==> config.mk <==
export PLATFORM = sky130hd
export DESIGN_NAME = truth_table_sequencer
export DESIGN_NICKNAME = d
export VERILOG_FILES = /design/src/rtl/truth_table_sequencer_pkg.sv /design/src/rtl/truth_table_sequencer_settle_timer.sv /design/src/rtl/truth_table_sequencer.sv
export SDC_FILE = /design/constraint.sdc
export NUM_CORES = 1
export LEC_CHECK = 0
export ABC_CLOCK_PERIOD_IN_PS = 4160
export BUFFER_PORTS_ARGS = -buffer_cell sky130_fd_sc_hd__buf_2
export CAP_MARGIN = 25
export CORE_UTILIZATION = 43
export DETAILED_ROUTE_END_ITERATION = 8
export PLACE_DENSITY = 0.72
export SETUP_SLACK_MARGIN = 0.2
export SYNTH_ARGS = -nofsm -noshare
export SYNTH_HDL_FRONTEND = slang
export SYNTH_HIERARCHICAL = 1
export SYNTH_SLANG_ARGS = --single-unit
==> constraint.sdc <==
create_clock -name clk -period 4.16 [get_ports clk]
set_input_delay 0.208 -clock clk [delete_from_list [all_inputs] [get_ports clk]]
set_output_delay 0.208 -clock clk [all_outputs]
set_load 0.01 [all_outputs]
==> src/rtl/truth_table_sequencer_pkg.sv <==
// Shared definitions for the truth-table sequencer: FSM encoding and the
// golden output tables of the 3-input simple_circuit datapath.
package truth_table_sequencer_pkg;

    typedef enum logic [1:0] {
        ST_IDLE   = 2'd0,
        ST_SETTLE = 2'd1,
        ST_SAMPLE = 2'd2,
        ST_DONE   = 2'd3
    } tt_state_e;

    // Golden tables, bit k = output for input vector {A,B,C} = k.
    // D = (A & B) | ~C, E = ~C
    localparam logic [7:0] SC_EXP_D = 8'hD5;
    localparam logic [7:0] SC_EXP_E = 8'h55;

endpackage

==> src/rtl/truth_table_sequencer_settle_timer.sv <==
// Settle timer: counts the cycles a stimulus vector has been held and flags
// the last settle cycle so the sequencer can move on to sampling.
module tt_settle_timer
    import truth_table_sequencer_pkg::*;
#(
    parameter int SETTLE_CYCLES = 2
) (
    input  logic clk,
    input  logic rst_n,
    input  logic clear,
    input  logic enable,
    output logic tc
);

    localparam int CW = (SETTLE_CYCLES > 1) ? $clog2(SETTLE_CYCLES) : 1;

    logic [CW-1:0] cnt;

    // Cycle counter; clear has priority so a new vector always starts at zero.
    always_ff @(posedge clk or negedge rst_n) begin
        if (!rst_n) begin
            cnt <= '0;
        end else if (clear) begin
            cnt <= '0;
        end else if (enable) begin
            cnt <= cnt + CW'(1);
        end
    end

    assign tc = (cnt == CW'(SETTLE_CYCLES - 1));

endmodule

==> src/rtl/truth_table_sequencer.sv <==
// Truth-table sequencer: walks every input vector of the datapath in
// ascending order, captures D/E after a settle time and checks the captured
// tables against the golden constants.
module truth_table_sequencer
    import truth_table_sequencer_pkg::*;
#(
    parameter int                      N_IN          = 3,
    parameter int                      SETTLE_CYCLES = 2,
    parameter logic [(1<<N_IN)-1:0]    EXP_D         = SC_EXP_D,
    parameter logic [(1<<N_IN)-1:0]    EXP_E         = SC_EXP_E
) (
    input  logic                   clk,
    input  logic                   rst_n,
    input  logic                   start_i,
    input  logic                   abort_i,
    output logic [N_IN-1:0]        stim_o,
    input  logic                   d_i,
    input  logic                   e_i,
    output logic                   busy_o,
    output logic                   done_o,
    output logic [N_IN-1:0]        vec_idx_o,
    output logic [(1<<N_IN)-1:0]   d_table_o,
    output logic [(1<<N_IN)-1:0]   e_table_o,
    output logic                   valid_o,
    output logic                   pass_o
);

    localparam int              N_VEC    = 1 << N_IN;
    localparam logic [N_IN-1:0] LAST_IDX = N_IN'(N_VEC - 1);

    tt_state_e          state;
    logic               settle_tc;
    logic               timer_clear;
    logic               timer_en;
    logic [N_VEC-1:0]   d_next;
    logic [N_VEC-1:0]   e_next;

    // Timer restarts whenever a vector is (re)entered; it only runs while settling.
    assign timer_clear = abort_i || (state == ST_IDLE) || (state == ST_SAMPLE);
    assign timer_en    = (state == ST_SETTLE) && !settle_tc;

    tt_settle_timer #(
        .SETTLE_CYCLES (SETTLE_CYCLES)
    ) u_timer (
        .clk    (clk),
        .rst_n  (rst_n),
        .clear  (timer_clear),
        .enable (timer_en),
        .tc     (settle_tc)
    );

    // Tables with the current sample merged in, so the verdict on the final
    // vector is available on the same edge that captures it.
    always_comb begin
        d_next            = d_table_o;
        e_next            = e_table_o;
        d_next[vec_idx_o] = d_i;
        e_next[vec_idx_o] = e_i;
    end

    // Sequencer FSM with all outputs registered; abort returns to IDLE but
    // keeps the partial tables, flagged invalid.
    always_ff @(posedge clk or negedge rst_n) begin
        if (!rst_n) begin
            state     <= ST_IDLE;
            stim_o    <= '0;
            vec_idx_o <= '0;
            d_table_o <= '0;
            e_table_o <= '0;
            busy_o    <= 1'b0;
            done_o    <= 1'b0;
            valid_o   <= 1'b0;
            pass_o    <= 1'b0;
        end else if (abort_i) begin
            state   <= ST_IDLE;
            stim_o  <= '0;
            busy_o  <= 1'b0;
            done_o  <= 1'b0;
            valid_o <= 1'b0;
            pass_o  <= 1'b0;
        end else begin
            done_o <= 1'b0;
            unique case (state)
                ST_IDLE: begin
                    stim_o <= '0;
                    if (start_i) begin
                        state     <= ST_SETTLE;
                        vec_idx_o <= '0;
                        busy_o    <= 1'b1;
                        valid_o   <= 1'b0;
                        pass_o    <= 1'b0;
                        d_table_o <= '0;
                        e_table_o <= '0;
                    end
                end
                ST_SETTLE: begin
                    if (settle_tc) state <= ST_SAMPLE;
                end
                ST_SAMPLE: begin
                    d_table_o <= d_next;
                    e_table_o <= e_next;
                    if (vec_idx_o == LAST_IDX) begin
                        state   <= ST_DONE;
                        stim_o  <= '0;
                        busy_o  <= 1'b0;
                        done_o  <= 1'b1;
                        valid_o <= 1'b1;
                        pass_o  <= (d_next == EXP_D) && (e_next == EXP_E);
                    end else begin
                        state     <= ST_SETTLE;
                        vec_idx_o <= vec_idx_o + N_IN'(1);
                        stim_o    <= vec_idx_o + N_IN'(1);
                    end
                end
                ST_DONE: begin
                    state <= ST_IDLE;
                end
            endcase
        end
    end

endmodule
Yosys cells after proc, flatten, opt, wreduce, memory -nomap -nowiden
Cells that the tools add are included.
{"block": "word_totals", "regBits": 29, "inputBits": 6, "output_inout_bits": 26, "word_cells": 74}
{"block": "op_classes", "n_addsub": 2, "magnitude_cmp": 2, "eq_ne": 11, "muxes": 34, "bitwise_logic": 1, "n_reduce_logical": 14}
{"cell": "$pmux 8 s2", "n": 2}
{"cell": "$bwmux 8", "n": 2}
{"cell": "$mux 1", "n": 14}
{"cell": "$mux 3", "n": 4}
{"cell": "$pmux 3 s2", "n": 2}
{"cell": "$eq 8x7->1 const B", "n": 1}
{"cell": "$eq 8x8->1 const B", "n": 1}
{"cell": "$mux 2", "n": 4}
{"cell": "$mux 8", "n": 1}
{"cell": "$pmux 2 s4", "n": 1}
{"cell": "$ne 3x2->1 const B", "n": 2}
{"cell": "$pmux 1 s2", "n": 3}
{"cell": "$reduce_and 3->1", "n": 2}
{"cell": "$eq 2x2->1 const B", "n": 2}
{"cell": "$lt 3x4->1 const B", "n": 1}
{"cell": "$ne 2x2->1 const B", "n": 2}
{"cell": "$reduce_and 4->1", "n": 1}
{"cell": "$reduce_bool 2->1", "n": 2}
{"cell": "$add 3x1->3 const B", "n": 1}
{"cell": "$demux 1 s3", "n": 1}
{"cell": "$eq 3x3->1 const B", "n": 1}
{"cell": "$ge 3x1->1 const B", "n": 1}
{"cell": "$logic_and 1x1->1", "n": 3}
{"cell": "$ne 3x3->1 const B", "n": 1}
{"cell": "other kinds (8)", "n": 9}

Logic depth before layout (Yosys ltp)
Gate-level depths: netlist (run 1).
{"block": "logic_depth", "depth_word": 10, "mapped_depth": 7, "ltp_nobuf": 7}

Cells and area by module
The synthesis (run 1) kept the hierarchy.
{"module": "truth_table_sequencer", "instances": 1, "cells_each": 174, "area_each_um2": 1541.5, "seq_area_each_um2": 700.7}
{"module": "tt_settle_timer", "instances": 1, "cells_each": 3, "area_each_um2": 37.5, "seq_area_each_um2": 25.0}

Least setup slack after synthesis (run 1)
No wires, ideal clock.
{"block": "synth_timing", "path_kind": "register -> register", "startpoint": "register vec_idx_o[0]", "endpoint": "register pass_o", "setup_time_ps": 95, "arrival_time_ps": 1766, "t_required_ps": 4065, "path_slack_ps": 2299, "path_stages_with_launch": 8, "n_path_buf": 0, "period_less_slack_ps": 1861, "cell_sequence": "dfrtp_1 ha_1 ha_1 nand2_1 nor3_2 o2111ai_1 or4_1 o31ai_1"}
{"block": "synth_between", "elab_chain_cells": 10, "elab_cells_between_ends": 16, "cone_classes": "2 x order compare; 4 x eq/ne; 7 x mux; 3 x reduce/logical"}
{"element": "from (decl)", "line": "truth_table_sequencer.sv:21", "rtl": "output logic [N_IN-1:0] vec_idx_o,"}
{"element": "from (signal assigned)", "line": "truth_table_sequencer.sv:111", "rtl": "vec_idx_o <= vec_idx_o + N_IN'(1);"}
{"element": "$lt 3x4->1 (implied by the code) / $ge 3x1->1 (equally long branches)", "line": "truth_table_sequencer.sv:57, truth_table_sequencer.sv:58"}
{"element": "$logic_and 1x1->1 (implied by the code)", "line": "truth_table_sequencer.sv:57, truth_table_sequencer.sv:58"}
{"element": "$mux 1 (implied by the code)", "line": "truth_table_sequencer.sv:57, truth_table_sequencer.sv:58"}
{"element": "$demux 1 s3", "line": "truth_table_sequencer.sv:57, truth_table_sequencer.sv:58"}
{"element": "$bwmux 8, on equally long branches", "line": "truth_table_sequencer.sv:57, truth_table_sequencer.sv:58"}
{"element": "$eq 8x8->1 / $eq 8x7->1 (equally long branches)", "line": "truth_table_sequencer.sv:108", "rtl": "pass_o <= (d_next == EXP_D) && (e_next == EXP_E);"}
{"element": "$logic_and 1x1->1", "line": "truth_table_sequencer.sv:108"}
{"element": "$mux 1", "line": "truth_table_sequencer.sv:102", "rtl": "if (vec_idx_o == LAST_IDX) begin"}
{"element": "$pmux 1 s2", "line": "truth_table_sequencer.sv:83", "rtl": "unique case (state)"}
{"element": "$mux 1", "line": "truth_table_sequencer.sv:74", "rtl": "end else if (abort_i) begin"}
{"element": "to (signal assigned)", "line": "truth_table_sequencer.sv:108"}
{"element": "to (decl)", "line": "truth_table_sequencer.sv:25", "rtl": "output logic pass_o"}
Parallel ways exist; a longest one is shown, timed or not. The select of a mux whose other input is x is not followed.
A chain may end at the register's enable or synchronous reset.

Worst setup path after layout (run 1)
Same ends and word-level chain as after synthesis.

==> flow_summary_export.csv, run 1 <==
group,metric,value,unit
synth,synth_common_cells,"dfrtp_1, a21oi_1, inv_1, nand2_1, o22ai_1",
critical_path,startpoint_type,"flip-flop",
critical_path,cp-end-kind,"flip-flop",
sta,slew_headroom,53.9,%
routing,vias,1367,
floorplanning,io_pins,32,
synth,synth_top_cell_area_share,46.0,%
routing,drt-initial-drc-count,90,
placement,io_buffers,31,
placement,place_inst,245,
synth,synth_nets,185,
worst_hold_path,min_from,"abort_i",
floorplanning,start_util,46.2,%
floorplanning,coreArea,0.00342,mm2
critical_path,r2r_setup_slack,1.70,ns
final_layout,drive_gt1_share,20.3,%
clock_tree,cts_tree,"yes",
routing,dr.pass1.iters,4,
synth,synthArstFlopShare,100,%
global_routing,grt-ovfl-total,0,
clock_tree,clkLatencyLatePin,0.33,ns
clock_tree,clkSinkCount,29,
placement,hpwl,2480,um
synth,synth_edf_count,0,
routing,drc_errors,0,
floorplanning,die_h,62.6,um
worst_hold_path,whs_endpoint,"state[1]",
global_routing,grt_pass1_vias,1272,
critical_path,crit_required,4.40,ns
clock_tree,clk_path_buf_depth,2,
synth,ys_types,43,
worst_hold_path,min_path_cells,2,
final_layout,syn_to_final_growth,14.6,%
global_routing,grt_usage,20.2,%
outcome,outcome,"finished, final reports clean",
routing,drtAntennaViolNets,0,
critical_path,critPathTopFamily,"simple AND/OR/NAND/NOR gates",
synth,synth_top_area_cell,"dfrtp_1",
routing,wl_per_cell,14.1,um
critical_path,r2r_start,"vec_idx_o[0]",
global_routing,grt_max_degree,30,
routing,totalWireLength,3570,um
final_layout,fill_cells,327,
critical_path,cp.arrival,2.70,ns
power_and_ir_drop,power_leakage,0.858,nW
floorplanning,die_area,0.00392,mm2
critical_path,worstPathMaxFanout,21,
critical_path,crit_path_top_delay_cell,"dfrtp_1",
sta,hold_viol_final,0,
final_layout,final_cells,253,
global_routing,antenna_found_initial,0,
clock_tree,clkTransAtPathRegs,0.09,ns
sta,fin_crit,2.46,ns
critical_path,reg2reg_to,"pass_o",
synth,yosysSeqAreaShare,46.0,%
global_routing,grt_pass1_wl,6070,um
clock_tree,h-tree-depth,2,
sta,setup_viol,0,
clock_tree,numCtsBuffers,5,
final_layout,layout.nets,215,
clock_tree,cts_root_buffer,"clkbuf_4",
sta,tightestPinTransition,0.689,ns
sta,rsz0062_at_grt,"false",
critical_path,path_cells,"ha_1 > ha_1 > nand2_1 > nor3_2 > o2111ai_1 > or4_1 > o31ai_1",
critical_path,critical_path.max_stage_delay,0.76,ns
placement,place_congestion,0.858,
flow_run,drv_cap,0,
critical_path,crit_top_cell,"ha_1",
floorplanning,fp.dieW,62.6,um
floorplanning,num_rows,21,
power_and_ir_drop,power_density,274,mW/mm2
sta,fin_skew,0.00495,ns
final_layout,final_core_util,53.0,%
synth,synth_area,0.00158,mm2
critical_path,crit_type,"reg -> reg",
critical_path,reg2reg_depth,7,
synth,syn_area_per_cell,8.92,um2
synth,ys_ff_latch,29,
synth,yosysMostFrequentCell,"dfrtp_1",
critical_path,critPathBufInv,0,
synth,yosysWarnings,6,
power_and_ir_drop,peakVddDrop,0.153,mV
synth,ys_top_cells_by_area,"dfrtp_1, o22ai_1, a21oi_1, inv_1, nand2_1",
synth,synthCells,177,
critical_path,crit_cells,7,
routing,vias_per_cell,5.40,
sta,finalCritPeriodShare,59.2,%
final_layout,diodes,0,
sta,final.setup.tns,0,ns
sta,maxSlewViolCount,0,
clock_tree,post-cts-setup-buffer-count,0,
synth,synth_top_flop_cell,"dfrtp_1",
worst_hold_path,hold_path_class,"in -> reg",
sta,max_freq,406,MHz
[metal layers]
layer	share of wire, %	vias up	track usage, %
li1	-	693	-
met2	43	42	29.9
met4	2.1	0	11.0
met3	5.1	8	5.29
met1	49	624	26.8
met5	0	-	0
[state kept, by name (all words and copies together), names as in the netlist]
signal	flops
busy_o	1
u_timer/tc	1
state	2
valid_o	1
vec_idx_o	3
stim_o	3
done_o	1
d_table_o	8
pass_o	1
e_table_o	8
[final cells by class]
cell class	count	area (um2)	area share, %
Clock buffer	7	55.1	3.04
Inverter	18	67.6	3.73
Multi-Input combinational cell	121	738	40.8
Sequential cell	29	726	40.1
Tap cell	46	57.6	3.18
Timing Repair Buffer	32	165	9.13
[cells in the final DEF (no fill, tap or decap), drive strengths merged, types with 2 or more instances in the layout]
master,Yosys,layout
nand2,16,16
a2111oi,2,2
a22oi,2,2
mux2,2,2
a21oi,17,17
nor3b,2,2
nor3,6,6
or3,2,2
nor2b,5,5
inv,18,18
dfrtp,29,29
o21ai,7,7
buf,4,31
nand2b,5,5
nand3,2,2
nand3b,4,4
ha,2,2
o22ai,16,16
clkbuf,5,7
nor2,13,13
a22o,3,3
[metrics by stage]
stage | hold slack, ns | cell area, um2 | setup slack [ns] | power, mW
after floorplan | -0.0876 | 1580 | 2.30 | 0.312
after global placement | 0.267 | 1740 | 1.85 | 0.326
after detailed placement | 0.273 | 1740 | 1.73 | 0.326
after CTS | 0.188 | 1810 | 1.70 | 0.501
after global routing | 0.201 | 1810 | 1.53 | 0.518
final | 0.195 | 1810 | 1.70 | 0.496
[timing repair]
action | in CTS | in global routing
gates resized for setup | 0 | 0
hold buffers | 1 | 0
endpoints found under the setup margin | 0 | 0
endpoints found under the hold margin | 29 | 0
[cell families after synthesis]
family                   synth area share [%]
AO/OA/AOI/OAI                            22.7
XOR/XNOR                                0.555
adder cells (fa/ha/maj)                  1.58
buffers and inverters                    7.29
flip-flops                               46.0
multiplexers                             2.06
AND/OR/NAND/NOR                          19.8
[worst reg2reg max path, delay by kind of cell, from the launching register on]
kind | cells | cell delay, ns
AO/OA/AOI/OAI | 2 | 0.32
flip-flops | 1 | 0.76
AND/OR/NAND/NOR | 3 | 0.79
adder cells (fa/ha/maj) | 2 | 0.51
[worst max path at each step]
| stage | startpoint | endpoint | slack, ns |
|---|---|---|---|
| 6_report | vec_idx_o[0] | pass_o | 1.70 |
| 5_1_grt | vec_idx_o[0] | pass_o | 1.53 |
| 4_1_cts | vec_idx_o[0] | pass_o | 1.70 |
| 3_5_place_dp | vec_idx_o[0] | pass_o | 1.73 |
| 3_3_place_gp | vec_idx_o[0] | pass_o | 1.85 |
| 2_1_floorplan | vec_idx_o[0] | pass_o | 2.30 |
[report_power, final]
| part | internal, mW | switching [mW] |
|---|---|---|
| registers | 0.284 | 0.00506 |
| logic | 0.0105 | 0.0207 |
| clock network | 0.0796 | 0.0960 |
Power figures use the tool's default switching activity.
==> inputs of run 2 (changes only) <==
--- a/config.mk
+++ b/config.mk
@@ -5,7 +5,7 @@
 export SDC_FILE = /design/constraint.sdc
 export NUM_CORES = 1
 export LEC_CHECK = 0
-export ABC_CLOCK_PERIOD_IN_PS = 4160
+export ABC_CLOCK_PERIOD_IN_PS = 2350
 export BUFFER_PORTS_ARGS = -buffer_cell sky130_fd_sc_hd__buf_2
 export CAP_MARGIN = 25
 export CORE_UTILIZATION = 43
==> constraint.sdc (replaced) <==
create_clock -name clk -period 2.35 [get_ports clk]
set_input_delay 0.1175 -clock clk [delete_from_list [all_inputs] [get_ports clk]]
set_output_delay 0.1175 -clock clk [all_outputs]
set_load 0.01 [all_outputs]
==> run 2 against run 1 <==
Utilization increased by 0.92 points. Combinational power increased by 82%. Power increased by 77%. Global-route usage increased by 1.0 points. Maximum frequency increased by 25%. Hold slack got worse by 0.098 ns. Final cell count increased by 1.6%. Sequential cell count unchanged. Via count increased by 2.9%. Clock power increased by 77%. Clock skew increased by 0.0086 ns. Wire length increased by 2.8%. Critical endpoint unchanged. Largest cell class unchanged.
==> flow_summary_export.csv, run 2 (synthesis gave the netlist of run 1 again) <==
group,metric,value,unit
sta,maxSlewViolCount,0,
clock_tree,clkLatencyLatePin,0.34,ns
sta,hold_viol_final,0,
clock_tree,h-tree-depth,2,
sta,setup_slack,0.385,ns
critical_path,worstPathMaxFanout,6,
final_layout,diodes,0,
routing,drt-initial-drc-count,57,
routing,dr.pass1.iters,4,
routing,drtAntennaViolNets,0,
global_routing,grt_pass1_wl,6430,um
power_and_ir_drop,power_density,478,mW/mm2
power_and_ir_drop,pwr-share-comb,6.4,%
final_layout,regArea,727,um2
outcome,outcome,"finished, final reports clean",
final_layout,drive_gt1_share,22.3,%
global_routing,antenna_found_initial,0,
critical_path,crit_required,2.60,ns
placement,hpwl,2570,um
clock_tree,clk_path_buf_depth,2,
routing,drc_errors,0,
power_and_ir_drop,peakVddDrop,0.262,mV
sta,finalCritPeriodShare,83.6,%
final_layout,final_cell_mix,"buf_2, dfrtp_1, inv_1, a21oi_1",
flow_run,drv_cap,0,
critical_path,crit_type,"reg -> reg",
worst_hold_path,hold_path_class,"in -> reg",
sta,slew_headroom,57.8,%
power_and_ir_drop,swShare,24.7,%
final_layout,syn_to_final_growth,16.6,%
clock_tree,post-cts-setup-buffer-count,0,
clock_tree,numCtsBuffers,5,
routing,wl_per_cell,14.3,um
routing,vias_per_cell,5.47,
final_layout,final_common_cell,"buf_2",
placement,io_buffers,31,
power_and_ir_drop,p_total,0.879,mW
final_layout,fill_cells,335,
sta,fin_skew,0.0136,ns
floorplanning,io_pins,32,
global_routing,grt_pass1_vias,1343,
clock_tree,clkSinkCount,29,
sta,fin_crit,1.97,ns
global_routing,grt_max_degree,30,
critical_path,crit_path_top_delay_cell,"or4_1",
placement,place_congestion,0.826,
sta,max_freq,509,MHz
sta,tightestPinTransition,0.634,ns
global_routing,grt-ovfl-total,0,
routing,totalWireLength,3670,um
clock_tree,cts_root_buffer,"clkbuf_4",
power_and_ir_drop,pwr-share-clk,35.4,%
power_and_ir_drop,p_switching,0.217,mW
routing,vias,1407,
floorplanning,die_area,0.00392,mm2
sta,setup_viol,0,
sta,rsz0062_at_grt,"false",
clock_tree,cts_tree,"yes",
floorplanning,coreArea,0.00342,mm2
critical_path,cp-end-kind,"flip-flop",
critical_path,cp.arrival,2.22,ns
sta,final.setup.tns,0,ns
critical_path,crit_top_cell,"ha_1",
power_and_ir_drop,internal-power,0.663,mW
critical_path,startpoint_type,"flip-flop",
power_and_ir_drop,pwr-share-seq,58.1,%
floorplanning,fp.dieW,62.6,um
final_layout,multi_input_area,738,um2
final_layout,layout.nets,219,
floorplanning,num_rows,21,
floorplanning,die_h,62.6,um
global_routing,grt_usage,21.2,%
power_and_ir_drop,power_leakage,0.878,nW
floorplanning,start_util,46.2,%
critical_path,path_cells,"ha_1 > ha_1 > nand2_1 > nor3_2 > o2111ai_1 > or4_1 > o31ai_1",
clock_tree,clkTransAtPathRegs,0.10,ns
critical_path,critical_path.max_stage_delay,0.52,ns
final_layout,top_regs,"d_table_o: 8 flops, e_table_o: 8 flops",
placement,pre_cts_ws,0.355,ns
-- run 2: critical path, delay by kind of cell (launching register included) --
family | cells | cell delay, ns
flip-flops | 1 | 0.36
adder cells (fa/ha/maj) | 2 | 0.40
AO/OA/AOI/OAI | 2 | 0.32
AND/OR/NAND/NOR | 3 | 0.81
-- run 2: worst paths after layout --
path                                   start           end  slack (ns)  cells after the start
worst max-delay path            vec_idx_o[0]        pass_o        0.38                      7
max in group asynchronous              rst_n  vec_idx_o[2]        1.56                      2
min in group asynchronous              rst_n      state[0]        0.33                      2
worst min-delay path                 abort_i       valid_o         0.1                      2
worst max register to register  vec_idx_o[0]        pass_o        0.38                      7
worst min register to register     stim_o[0]     stim_o[0]        0.53                      2
-- run 2: power groups by stage --
stage	logic (mW)	clock network [mW]	registers [mW]
finish	0.0567	0.311	0.511
floorplan	0.0344	0	0.518
global placement	0.0553	0	0.521
CTS	0.0573	0.317	0.511
global route	0.0659	0.341	0.513
detailed placement	0.0558	0	0.521
-- run 2: area by class of cell --
type	instances	share of cell area [%]
clock buffer	7	2.99
inverter	18	3.67
multi-input combinational	121	40.1
sequential	29	39.5
tap	46	3.13
timing repair buffer	36	10.6
-- run 2: metal layers --
layer / vias to the layer above / routed length (um) / GRT usage (%)
li1: 695 / - / -
met1: 666 / 1730 / 28.1
met2: 42 / 1670 / 32.6
met3: 4 / 214 / 6.39
met4: 0 / 53 / 7.85
met5: - / 0 / 0
-- run 2: per-stage QoR --
stage,hold WS (ns),instance area (um2),utilization [%],cells
after floorplan,-0.178,1580,-,177
after global placement,0.171,1770,51.9,249
after detailed placement,0.176,1770,51.9,249
after CTS,0.0994,1840,53.8,257
final,0.0966,1840,53.9,257
after global routing,0.118,1840,53.9,257
-- run 2: repair_timing --
item | in CTS | in global routing
gates resized for setup | 0 | 1
hold buffers | 1 | 0
hold endpoints to repair | 29 | 0
setup endpoints to repair | 0 | 1
